$ cat src/rtl/pipeline_hazard_ctrl.sv
// Pipeline hazard control: stall/flush enables, E-stage forwarding selects, memory-wait FSM with timeout.
// Optional performance counters are built when PERF_COUNTERS_EN is defined.
module pipeline_hazard_ctrl #(
  parameter int REG_ADDR_W     = 5,
  parameter int TIMEOUT_CYCLES = 256,
  parameter int PERF_W         = 32
) (
  input  logic                  clock,
  input  logic                  reset_n,
  input  logic [REG_ADDR_W-1:0] rs1_d,
  input  logic [REG_ADDR_W-1:0] rs2_d,
  input  logic [REG_ADDR_W-1:0] rs1_e,
  input  logic [REG_ADDR_W-1:0] rs2_e,
  input  logic [REG_ADDR_W-1:0] rd_e,
  input  logic [REG_ADDR_W-1:0] rd_m,
  input  logic [REG_ADDR_W-1:0] rd_w,
  input  logic                  load_e,
  input  logic                  reg_write_m,
  input  logic                  reg_write_w,
  input  logic                  pc_src_e,
  input  logic                  mem_req_m,
  input  logic                  mem_ack,
  output logic                  en_f,
  output logic                  en_d,
  output logic                  en_e,
  output logic                  en_m,
  output logic                  en_w,
  output logic                  clr_d,
  output logic                  clr_e,
  output logic                  clr_w,
  output logic [1:0]            fwd_a_e,
  output logic [1:0]            fwd_b_e,
  output logic                  mem_timeout,
  output logic [PERF_W-1:0]     stall_cycles,
  output logic [PERF_W-1:0]     flush_events
);

  localparam int CNT_W = (TIMEOUT_CYCLES > 1) ? $clog2(TIMEOUT_CYCLES) : 1;
  localparam logic [CNT_W-1:0] CNT_LAST = CNT_W'(TIMEOUT_CYCLES - 1);

  typedef enum logic [1:0] {IDLE, WAIT, ERROR} state_t;

  state_t           state;
  logic [CNT_W-1:0] wait_count;
  logic             mem_stall;
  logic             lw_stall;

  always_ff @(posedge clock or negedge reset_n) begin
    if (!reset_n) begin
      state       <= IDLE;
      wait_count  <= '0;
      mem_timeout <= 1'b0;
    end else begin
      case (state)
        IDLE: begin
          if (mem_req_m && !mem_ack) begin
            state      <= WAIT;
            wait_count <= '0;
          end
        end
        WAIT: begin
          if (mem_ack) begin
            state <= IDLE;
          end else if (wait_count == CNT_LAST) begin
            state       <= ERROR;
            mem_timeout <= 1'b1;
          end else begin
            wait_count <= wait_count + 1'b1;
          end
        end
        ERROR:   mem_timeout <= 1'b1;
        default: state <= IDLE;
      endcase
    end
  end

  // M-stage result is the youngest, so it wins over W for the same register.
  function automatic logic [1:0] fwd_sel(input logic [REG_ADDR_W-1:0] src);
    if (reg_write_m && rd_m != '0 && rd_m == src)      fwd_sel = 2'b10;
    else if (reg_write_w && rd_w != '0 && rd_w == src) fwd_sel = 2'b01;
    else                                                fwd_sel = 2'b00;
  endfunction

  always_comb begin
    case (state)
      IDLE:    mem_stall = mem_req_m && !mem_ack;
      WAIT:    mem_stall = !mem_ack;
      default: mem_stall = 1'b1;
    endcase
  end

  assign lw_stall = load_e && rd_e != '0 && (rd_e == rs1_d || rd_e == rs2_d);

  always_comb begin
    en_f    = 1'b1;
    en_d    = 1'b1;
    en_e    = 1'b1;
    en_m    = 1'b1;
    en_w    = 1'b1;
    clr_d   = 1'b0;
    clr_e   = 1'b0;
    clr_w   = 1'b0;
    fwd_a_e = 2'b00;
    fwd_b_e = 2'b00;
    if (reset_n) begin
      fwd_a_e = fwd_sel(rs1_e);
      fwd_b_e = fwd_sel(rs2_e);
      // A frozen E keeps its branch/load, so those hazards are handled on release.
      if (mem_stall) begin
        en_f  = 1'b0;
        en_d  = 1'b0;
        en_e  = 1'b0;
        en_m  = 1'b0;
        clr_w = 1'b1;
      end else if (pc_src_e) begin
        clr_d = 1'b1;
        clr_e = 1'b1;
      end else if (lw_stall) begin
        en_f  = 1'b0;
        en_d  = 1'b0;
        clr_e = 1'b1;
      end
    end
  end

`ifdef PERF_COUNTERS_EN
  logic any_stall;
  logic any_flush;

  assign any_stall = !(en_f && en_d && en_e && en_m);
  assign any_flush = clr_d || clr_e;

  // Both counters saturate rather than wrap.
  always_ff @(posedge clock or negedge reset_n) begin
    if (!reset_n) begin
      stall_cycles <= '0;
      flush_events <= '0;
    end else begin
      if (any_stall && stall_cycles != '1) stall_cycles <= stall_cycles + 1'b1;
      if (any_flush && flush_events != '1) flush_events <= flush_events + 1'b1;
    end
  end
`else
  assign stall_cycles = '0;
  assign flush_events = '0;
`endif

endmodule

$ cat config.mk
export PLATFORM = sky130hd
export DESIGN_NAME = pipeline_hazard_ctrl
export DESIGN_NICKNAME = d
export VERILOG_FILES = /design/src/rtl/pipeline_hazard_ctrl.sv
export SDC_FILE = /design/constraint.sdc
export NUM_CORES = 1
export LEC_CHECK = 0
export BUFFER_PORTS_ARGS = -buffer_cell sky130_fd_sc_hd__buf_2
export CORE_MARGIN = 2
export CORE_UTILIZATION = 40
export CTS_CLUSTER_SIZE = 16
export DETAILED_ROUTE_END_ITERATION = 6
export PLACE_DENSITY = 0.82
export SYNTH_ARGS = -nofsm -noshare
export SYNTH_HDL_FRONTEND = slang
export SYNTH_SLANG_ARGS = --single-unit
$ cat constraint.sdc
create_clock -name clock -period 2.08 [get_ports clock]
set_input_delay 0.52 -clock clock [delete_from_list [all_inputs] [get_ports clock]]
set_output_delay 0.52 -clock clock [all_outputs]
set_load 0.02 [all_outputs]
[Yosys cells after proc, flatten, opt, wreduce, memory -nomap -nowiden]
Index checks and enable logic that the tools add are counted.
Storage, ports and cells
  flip-flop bits (word level): 11
  bits in latches: 0
  RAM bits: 0
  bits in read-only memories: 0
  bits of input ports: 43
  word-level logic and storage cells: 72
  memories kept: 0
Cells by class
  add/sub/neg operators: 1
  multipliers: 0
  div/mod/pow operators: 0
  order comparisons: 0
  equal/unequal tests: 14
  shift operators: 0
  muxes and demuxes: 33
  bitwise operators: 1
  reduce and logical (&&, ||, !) cells: 20
Operators by type and width (count)
  $eq 5x5->1: 6
  $mux 8: 3
  $mux 1: 19
  $pmux 8 s2: 1
  $reduce_bool 5->1: 3
  $mux 2: 7
  $logic_and 1x1->1: 9
  $add 8x1->8 const B: 1
  $eq 8x8->1 const B: 1
  $ne 2x2->1 const B: 4
  $pmux 2 s3: 1
  $reduce_and 3->1: 2
  $pmux 1 s2: 2
  $reduce_and 4->1: 1
  $reduce_bool 2->1: 2
  $ne 3x3->1 const B: 1
  $eq 2x1->1 const B: 1
  $eq 2x2->1 const B: 1
  $logic_not 2->1: 1
  $logic_not 1->1: 1
  $logic_or 1x1->1: 1
  $not 1->1: 1

[Longest topological paths before layout]
  word-level depth: 7
  depth in mapped cells: 5

[Worst setup path after synthesis]
No wires, ideal clock.
  path kind: input port to output port
  start point: input rd_m[1]
  end point: output fwd_a_e[0]
  arrival time: 1.777 ns
  path slack: -0.217 ns
  cell stages on the path: 4
  path buffers: 0
  path through: or4_1 o21ai_2 nor4_1 nor4_2
Between the ends
  cells in the longest elaborated chain, start to end: 5
RTL lines
  start: declaration: RTL line 15  | input logic [REG_ADDR_W-1:0] rd_m,
  $reduce_bool 5->1: RTL line 79  | if (reg_write_m && rd_m != '0 && rd_m == src) fwd_sel = 2'b10;
  $logic_and 1x1->1: RTL line 79
  $logic_and 1x1->1 (*): RTL line 79
  $mux 2 (*): RTL line 79
  $mux 2 (*): RTL line 105  | if (reset_n) begin
  end: declaration: RTL line 31  | output logic [1:0] fwd_a_e,
Every way passes the cells marked *; elsewhere a longest branch is shown, timed or not.

[Final worst setup path]
  start point: input rd_m[1]
  end point: output fwd_b_e[0]
Between the ends
  cells in the longest elaborated chain, start to end: 5
RTL lines
  $reduce_bool 5->1: RTL line 79
  $logic_and 1x1->1: RTL line 79
  $logic_and 1x1->1 (*): RTL line 79
  $mux 2 (*): RTL line 79
  $mux 2 (*): RTL line 105
  end: declaration: RTL line 32  | output logic [1:0] fwd_b_e,
Marks and branches as above.

==> flow_summary.json <==
{
  "powerDensity_nw_per_um2": 418,
  "stdcell_area_sq_um": 1970,
  "root_buffer": "clkbuf_8",
  "die_h_um": 65.4,
  "initial_core_util": 0.416,
  "nFillCells": 340,
  "clkSlewWorstSetupHoldPaths_ns": 0.06,
  "synth-seq-cells": 11,
  "first_global_vias": 1164,
  "layout.nets": 299,
  "synth_warnings": 0,
  "status": "finished with violations",
  "synth-adder-area-share": 0.00829,
  "hold_class": "input port to async pin",
  "track_usage": 0.148,
  "synth_edf_count": 0,
  "area.sequential_sq_um": 275,
  "die_area_sq_um": 4280,
  "viasPerCell": 4.52,
  "vdd_ir_drop_max_mv": 0.470,
  "dpl.hpwl_um": 2660,
  "synth_cell_types": 37,
  "reg2reg_slack_ns": 0.24,
  "timing.final.crit_share": 1.15,
  "num_antenna_cells": 0,
  "cp_common_cell": "buf_4",
  "row_count": 22,
  "final_antenna_net_count": 0,
  "r2r-start": "wait_count[0]",
  "path_class": "input port to primary output",
  "dr.pass1.iters": 4,
  "crit_path_end_kind": "primary output",
  "cts_buffers": 3,
  "drc": 0,
  "grt_max_degree": 17,
  "vias": 1364,
  "fin_ws_ns": -0.318,
  "avgSynthCellArea_sq_um": 8.21,
  "layout_commonest_cell": "conb_1",
  "synth_xor_area_frac": 0.174,
  "place_ws_ns": -0.360,
  "max_stage_delay_ns": 0.55,
  "cp.depth": 7,
  "antenna_found_initial": 0,
  "crit_fanout": 2,
  "drt_first_iter_violations": 23,
  "area_growth_pct": 30.2,
  "grt_first_pass_wirelength_um": 5040,
  "maxCapViolCount": 0,
  "cp-endpoint": "fwd_b_e[0]",
  "finalWirelength_um": 3750,
  "placed_area_sq_um": 1710,
  "clock.fmax_mhz": 417,
  "multi_input_area_sq_um": 1050,
  "violations": "negative setup slack",
  "synthArstFlopShare": 1.00,
  "htree_levels": 1,
  "slowest_stage": "or4_4",
  "fin_skew_ns": 0.0113,
  "final_cell_mix": "65 x conb_1, 38 x buf_2, 24 x xor2_1",
  "insertion_delay_ns": 0.24,
  "ys_seq_area_frac": 0.182,
  "core_sq_um": 3630,
  "slew_violations": 0,
  "cp_num_buf_inv": 3,
  "cts_sinks": 11,
  "cp.arrival_ns": 1.88,
  "hold_viol_final": 0,
  "critPathLaunchType": "input port",
  "muxShareOfSynthArea": 0.00746,
  "synthCells": 184,
  "p_leak_nw": 1.01,
  "reg2reg_to": "wait_count[7]",
  "synth-main-ff-cell": "dfrtp_1",
  "wl_per_cell_um": 12.4,
  "hold_ws_ns": 0.249,
  "critPathTopFamily": "simple AND/OR/NAND/NOR gates",
  "rsz0062_at_grt": "true",
  "reg2reg_depth": 5,
  "ios": 120,
  "setup_viol": 7,
  "fin_crit_ns": 2.40,
  "gp_congestion": 0.804,
  "crit_chain": "buf_6 > or4_4 > o21ai_4 > nor4_2 > buf_4 > nor4_4 > buf_4",
  "netlist_area_sq_um": 1510,
  "synth_compound_area_frac": 0.125,
  "worstPathRequired_ns": 1.56,
  "synth_top_family_by_area": "buffers and inverters",
  "drive_gt1_frac": 0.382,
  "crit_path_start": "rd_m[1]",
  "clockBufferDepth": 2,
  "gr-total-overflow": 0,
  "die_w_um": 65.4,
  "portBuffers": 54,
  "yosys.area_share.simple": 0.150,
  "cts_tree": "done"
}
-- kinds of logic after synthesis --
kind of cell               after synthesis
muxes                                    1
adders and majority gates                1
DFF                                     11
and+or+nand+nor                         38
buffers and inverters                   73
AOI/OAI and AO/OA                       28
other                                    2
xor gates and xnor gates                30
-- sequential cells by signal, indices dropped and copies added, names as in the netlist --
register     flops
wait_count       8
state            2
mem_timeout      1
-- report_power, final --
part	switching [mW]	internal [mW]
Clock	0.0762	0.134
Combinational	0.239	0.137
Sequential	0.0102	0.226
-- synthesized netlist by cell type (2+ instances only) --
library cell  count  share of area
o21ai_0          13          0.043
o41ai_1           2          0.012
nor4_2            2          0.017
conb_1            2         0.0050
xor2_1           24           0.14
nor2_1            6          0.015
nor3_1            2         0.0066
and2_2            2         0.0099
and3_1            2         0.0083
dfrtp_1          11           0.18
inv_1             5          0.012
nand3_1           4          0.013
nand4_1           2         0.0083
xnor2_1           6          0.035
a31oi_1           2         0.0083
nor4_1            2         0.0083
buf_4            67           0.33
nand2_1           6          0.015
or2_2             2         0.0083
or4_1             5          0.025
-- final cells by class --
cell class / instances / area share
clock buffers: 4 / 0.0229
inverters: 5 / 0.00954
multi-input cells: 163 / 0.536
flip-flops and latches: 11 / 0.140
well taps: 48 / 0.0305
repair buffers: 71 / 0.261
-- stage by stage --
stage | cells | setup TNS [ns] | total power [mW] | utilization
floorplan | 247 | -0.445 | 0.544 | -
global route | 302 | -1.61 | 0.865 | 0.541
CTS | 302 | -1.25 | 0.794 | 0.520
global placement | 297 | -1.42 | 0.552 | 0.471
detailed placement | 297 | -1.75 | 0.560 | 0.471
finish | 302 | -1.36 | 0.822 | 0.541
-- how the worst min path moves through the flow --
stage,end,slack (ns),depth (start not counted)
6_report,wait_count[5],0.25,2
5_1_grt,wait_count[3],0.28,2
4_1_cts,wait_count[5],0.25,2
3_5_place_dp,mem_timeout,0.45,1
3_3_place_gp,mem_timeout,0.45,1
2_1_floorplan,mem_timeout,0.22,0
-- routing by layer --
layer,routed length [um],vias up,global-route usage,part of all wire
li1,-,636,-,-
met1,1280,647,0.163,0.34
met2,2150,69,0.293,0.57
met3,221,12,0.0223,0.059
met4,100,0,0.0365,0.027
met5,0,-,0,0
-- timing repair --
item	CTS	global route
hold buffers	0	0
endpoints found under the setup margin	7	7
resized for setup	32	16
setup buffers	1	0
pin swaps	9	7
No activity file was read; power rests on OpenSTA's default activity.
